**src/rtl/cdb_rr_arbiter.sv**
```systemverilog
// Round-robin Common Data Bus arbiter: grants up to NUM_CDB of NUM_FU finished results per cycle
// and broadcasts them on registered lanes. Optional squash input enabled by CDB_FLUSH_EN.
module cdb_rr_arbiter #(
    parameter int unsigned DATA_WIDTH = 64,
    parameter int unsigned NUM_FU     = 3,
    parameter int unsigned NUM_CDB    = 1,
    localparam int unsigned ID_W      = $clog2(NUM_FU)
) (
    input  logic                          clk,
    input  logic                          rst_n,
    input  logic [NUM_FU-1:0]             fu_valid,
    input  logic [NUM_FU*DATA_WIDTH-1:0]  fu_result,
    output logic [NUM_FU-1:0]             fu_ready,
`ifdef CDB_FLUSH_EN
    input  logic                          flush,
`endif
    output logic [NUM_CDB-1:0]            cdb_valid,
    output logic [NUM_CDB*ID_W-1:0]       cdb_rs_id,
    output logic [NUM_CDB*DATA_WIDTH-1:0] cdb_result,
    output logic [ID_W-1:0]               rr_ptr
);

    logic                                flush_int;
    logic [NUM_FU-1:0][DATA_WIDTH-1:0]   fu_res;
    logic [NUM_FU-1:0]                   grant;
    logic [NUM_CDB-1:0]                  lane_valid;
    logic [NUM_CDB-1:0][ID_W-1:0]        lane_id;
    logic [NUM_CDB-1:0][DATA_WIDTH-1:0]  lane_data;
    logic [ID_W-1:0]                     ptr_nxt;
    logic [ID_W:0]                       sum;
    logic [ID_W-1:0]                     idx;
    int unsigned                         cnt;

    logic [NUM_CDB-1:0]                  valid_q;
    logic [NUM_CDB-1:0][ID_W-1:0]        id_q;
    logic [NUM_CDB-1:0][DATA_WIDTH-1:0]  res_q;
    logic [ID_W-1:0]                     rr_ptr_q;

`ifdef CDB_FLUSH_EN
    assign flush_int = flush;
`else
    assign flush_int = 1'b0;
`endif

    assign fu_res = fu_result;

    // Walk FUs in priority order from rr_ptr; the k-th requester found lands on lane k.
    always_comb begin
        grant      = '0;
        lane_valid = '0;
        lane_id    = '0;
        lane_data  = '0;
        ptr_nxt    = rr_ptr_q;
        sum        = '0;
        idx        = '0;
        cnt        = 0;
        for (int unsigned j = 0; j < NUM_FU; j++) begin
            sum = {1'b0, rr_ptr_q} + (ID_W+1)'(j);
            if (sum >= (ID_W+1)'(NUM_FU)) begin
                sum = sum - (ID_W+1)'(NUM_FU);
            end
            idx = sum[ID_W-1:0];
            if (fu_valid[idx] && (cnt < NUM_CDB) && !flush_int) begin
                grant[idx] = 1'b1;
                for (int unsigned k = 0; k < NUM_CDB; k++) begin
                    if (k == cnt) begin
                        lane_valid[k] = 1'b1;
                        lane_id[k]    = idx;
                        lane_data[k]  = fu_res[idx];
                    end
                end
                // Explicit wrap so non-power-of-two NUM_FU returns to 0.
                ptr_nxt = (idx == ID_W'(NUM_FU - 1)) ? '0 : idx + 1'b1;
                cnt     = cnt + 1;
            end
        end
    end

    assign fu_ready = grant & {NUM_FU{rst_n}};

    always_ff @(posedge clk or negedge rst_n) begin
        if (!rst_n) begin
            valid_q  <= '0;
            id_q     <= '0;
            res_q    <= '0;
            rr_ptr_q <= '0;
        end else begin
            valid_q  <= lane_valid;
            rr_ptr_q <= ptr_nxt;
            // Idle lanes keep stale id/data; consumers only look at cdb_valid.
            for (int unsigned k = 0; k < NUM_CDB; k++) begin
                if (lane_valid[k]) begin
                    id_q[k]  <= lane_id[k];
                    res_q[k] <= lane_data[k];
                end
            end
        end
    end

    assign cdb_valid  = valid_q;
    assign cdb_rs_id  = id_q;
    assign cdb_result = res_q;
    assign rr_ptr     = rr_ptr_q;

endmodule

```
**config.mk**
```make
export PLATFORM = sky130hd
export DESIGN_NAME = cdb_rr_arbiter
export DESIGN_NICKNAME = d
export VERILOG_FILES = /design/src/rtl/cdb_rr_arbiter.sv
export SDC_FILE = /design/constraint.sdc
export NUM_CORES = 1
export LEC_CHECK = 0
export BUFFER_PORTS_ARGS = -buffer_cell sky130_fd_sc_hd__clkbuf_2
export CORE_MARGIN = 3
export CORE_UTILIZATION = 48
export CTS_BUF_LIST = sky130_fd_sc_hd__clkbuf_8
export CTS_CLUSTER_SIZE = 12
export DETAILED_ROUTE_END_ITERATION = 8
export GPL_TIMING_DRIVEN = 0
export HOLD_SLACK_MARGIN = 0.12
export PLACE_DENSITY = 0.79
export SLEW_MARGIN = 25
export SYNTH_ARGS = -nofsm -noshare
export SYNTH_HDL_FRONTEND = slang
export SYNTH_SLANG_ARGS = --single-unit
```
**constraint.sdc**
```tcl
create_clock -name clk -period 2.25 [get_ports clk]
set_input_delay 0.1125 -clock clk [delete_from_list [all_inputs] [get_ports clk]]
set_output_delay 0.1125 -clock clk [all_outputs]
set_load 0.01 [all_outputs]
```
==> results.md <==
* Post-synth top area share at about 22%
* Violated checks: hold timing, setup timing
* CP Cell Sequence: inv_2 -> ha_4 -> buf_6 -> mux2i_4 -> o22a_4 -> or3_4 -> a21boi_2 -> buf_2
* TritonCTS Sinks at roughly 70
* CP Capture Type: output port
* Clk root buf: clkbuf_8
* Bufs on Longest Clock Path at 2
* Status: complete, but fails checks
* Total placed cells including tap cells at around 1500
* Crit path max fanout at 4
* Boundary Pins at ~270
* ANT nets after route at 0
* Most frequent cell after synthesis: a21oi_1
* Hold buffer count at cts at 48
* Design area at 11160 um2
* Slew headroom at 56.03%
* Max-cap violations at 0
* Die height at about 130 um
* Syn. warnings at 0
* Worst Path Buf+Inv at 3
* Syn avg cell area at between 7 and 8 um2
* Largest area contributor in the netlist: dfrtp_1
* Worst EP arrival at roughly 2.4 ns
* Worst-margin pin slew at approximately 0.66 ns
* Worst R2R Start: rr_ptr[0]
* Antenna cells at 0
* Area post-placement at 9346 um2
* Power per cell area at roughly 1900 nW/um2
* Via count at roughly 10000
* Share of async-settable or async-resettable flops after synthesis at 100.0%
* Final Hold Viols at between 60 and 70
* Synth top area cells: dfrtp_1, mux2i_1, a21oi_1
* Multi-input gate area at between 5000 and 6000 um2
* Capturing point of the worst reg2reg path: cdb_result[17]
* WHS at -0.2695 ns
* Routed wire length at ~33000 um
* Synth Cell Area at ~7700 um2
* Share of layout cells above drive strength 1 at approximately 36%
* DIE AREA at 17680 um2
* Fill count at between 1000 and 1500
* Wire per inst at 20.37 um
* Post-synthesis cell type count at 45
* Flop2flop setup slack at -0.13 ns
* Peak Freq at a little under 400 MHz
* Layout Nets at between 1500 and 2000
* DR iter-0 viols at ~1200
* VDD IR-drop max at 0.0008396 V
* DRC at 0
* Row count at 45
* Syn_nets at 1253
* H-tree Lvls at 3
* Clock slew at reported path FFs at ~0.08 ns
* Ys flop type: dfrtp_1
* Final setup violating endpoints at 65
* First-pass GRT wire length at between 40000 and 50000 um
* Syn Inst Count at 1052
* Worst EP required at roughly 2.1 ns
* Core Area at ~15000 um2
* Largest net degree at the start of global routing at between 70 and 80
* Fin Clk Skew at 0.008598 ns
* Vias per cell at between 6 and 7
* Slowest stage cell, crit path: dfrtp_1
* Final worst slack at -0.3044 ns
* CP max stage delay at about 0.42 ns
* Final Max Slew Viols at 0
* Reg area at 1728 um2
* Fin crit period at 2.554 ns
* Crit share post-route at 113.5%
* Flops & latches, synth at between 60 and 70
* CTS tree: yes
* Clock Latency Late Sink at about 0.38 ns
* Gr usage total at approximately a third
* IO buf count at between 200 and 300
* Grt total ovfl at 0
* Post-synthesis sequential area ratio at approximately 22%
* CP Class: register to output port
* GP Congestion at 0.9025
* Startpoint type of the worst setup path: register
* Cell family with the largest share of critical-path delay: flip-flops
* Initial antenna violation count at 0
* Num CTS Buffers at 9
* DRT Pass-1 Iters at 6
* RSZ-0062 raised after global routing: yes
* R2R depth at 11
* Area grow syn2layout at 44.29%
* Die width at roughly 130 um
* Final HPWL DP at roughly 22000 um
* Pleak at about 5 nW
* Non-filler cells, final at 1630
* Commonest cells post-synth: a21oi_1, mux2i_1, nand2_1
* Hold WC Path Type: primary input to asynchronous set/reset pin
* Post-synth EDFFs at 0
* Vias in the first global route at about 9500
* Starting density of the core at about half
[power breakdown]
group,switching [W],internal (W),leakage [nW]
clock network,0.000550,0.000496,0.0984
logic,0.00992,0.00813,4.17
registers,0.000514,0.00196,0.832
[per-layer routing]
layer	up-vias	wire, um	share of wire [%]	global-route usage (%)
met2	794	15770	47	56.35
met1	4743	12710	38	45.73
met5	-	0	0	0
met3	117	3694	11	4.829
met4	0	1028	3.1	12.76
li1	4552	-	-	-
[cell type report]
cell class	count	area share [%]
clock inverters	6	0.4931
repair buffers	356	20.84
clock buffers	9	1.109
well taps	211	2.365
multi-input cells	872	52.57
plain buffers	100	6.870
flip-flops and latches	69	15.48
inverters	7	0.2690
[worst max path at each step]
| stage | start | end | cells past startpoint | slack, ns |
|---|---|---|---|---|
| 2_1_floorplan | rr_ptr[0] | cdb_result[31] | 11 | 0.04 |
| 3_3_place_gp | rr_ptr[1] | fu_ready[1] | 9 | -0.41 |
| 3_5_place_dp | rr_ptr[0] | cdb_result[23] | 8 | -0.36 |
| 4_1_cts | rr_ptr[1] | fu_ready[0] | 10 | -0.26 |
| 5_1_grt | rr_ptr[0] | fu_ready[2] | 8 | -0.36 |
| 6_report | rr_ptr[0] | fu_ready[2] | 8 | -0.30 |
[cell usage in the layout (no fill, tap or decap), types with 3 or more instances in the layout]
master	n
a21oi_1	141
a21oi_2	9
a221o_1	14
buf_12	6
buf_2	21
buf_4	38
buf_6	27
buf_8	10
clkbuf_1	14
clkbuf_16	3
clkbuf_2	280
clkbuf_4	5
clkbuf_8	11
clkinv_2	5
dfrtp_1	68
dlygate4sd3_1	48
inv_2	4
mux2_4	22
mux2i_1	138
mux2i_4	3
nand2_1	134
nor2_1	93
nor2_2	16
nor2_4	22
nor2b_1	30
o211ai_1	54
o21ai_0	100
o21ai_1	3
o21ai_2	3
o22ai_1	37
o2bb2ai_1	23
[sequential cells by signal, summed over array words and instances (netlist names)]
signal	cells
cdb_result	64
cdb_rs_id	2
rr_ptr	2
cdb_valid	1
[timing repair]
| item | in CTS | in global routing |
|---|---|---|
| endpoints found under the hold margin | 117 | 69 |
| setup endpoints to repair | 71 | 71 |
| gates resized for setup | 99 | 139 |
| pin swaps | 20 | 58 |
| buffers inserted | 23 | 15 |
| cloned | 2 | 3 |
[stage by stage]
step                      setup WS (ns)  hold slack, ns  setup TNS [ns]  total power, W  utilization, %
after global placement          -0.4137          0.4343          -13.41         0.01630           60.31
final                           -0.3044         -0.2695          -5.268         0.02157           72.11
after floorplan                 0.03734         -0.1831               0         0.01263               -
after global routing            -0.3557         -0.1998          -9.798         0.02281           72.11
after detailed placement        -0.3630          0.1804          -15.55         0.01654           60.36
after CTS                       -0.2608         -0.2204          -1.525         0.01925           68.18
[kinds of logic after synthesis]
group	share of synthesized area, %
compound gates	31.05
simple gates	16.27
mux	21.90
buf+inv	7.827
flops	22.32
fa+ha+maj	0.6469
[worst register-to-register path: cells and delay by family, from the launching register on]
kind	cells	cell delay, ns
DFF	1	0.43
and+or+nand+nor	1	0.15
muxes	1	0.27
AOI/OAI and AO/OA	3	0.53
adders and majority gates	1	0.18
buffers and inverters	5	0.73
(Power assumes the default switching activity.)
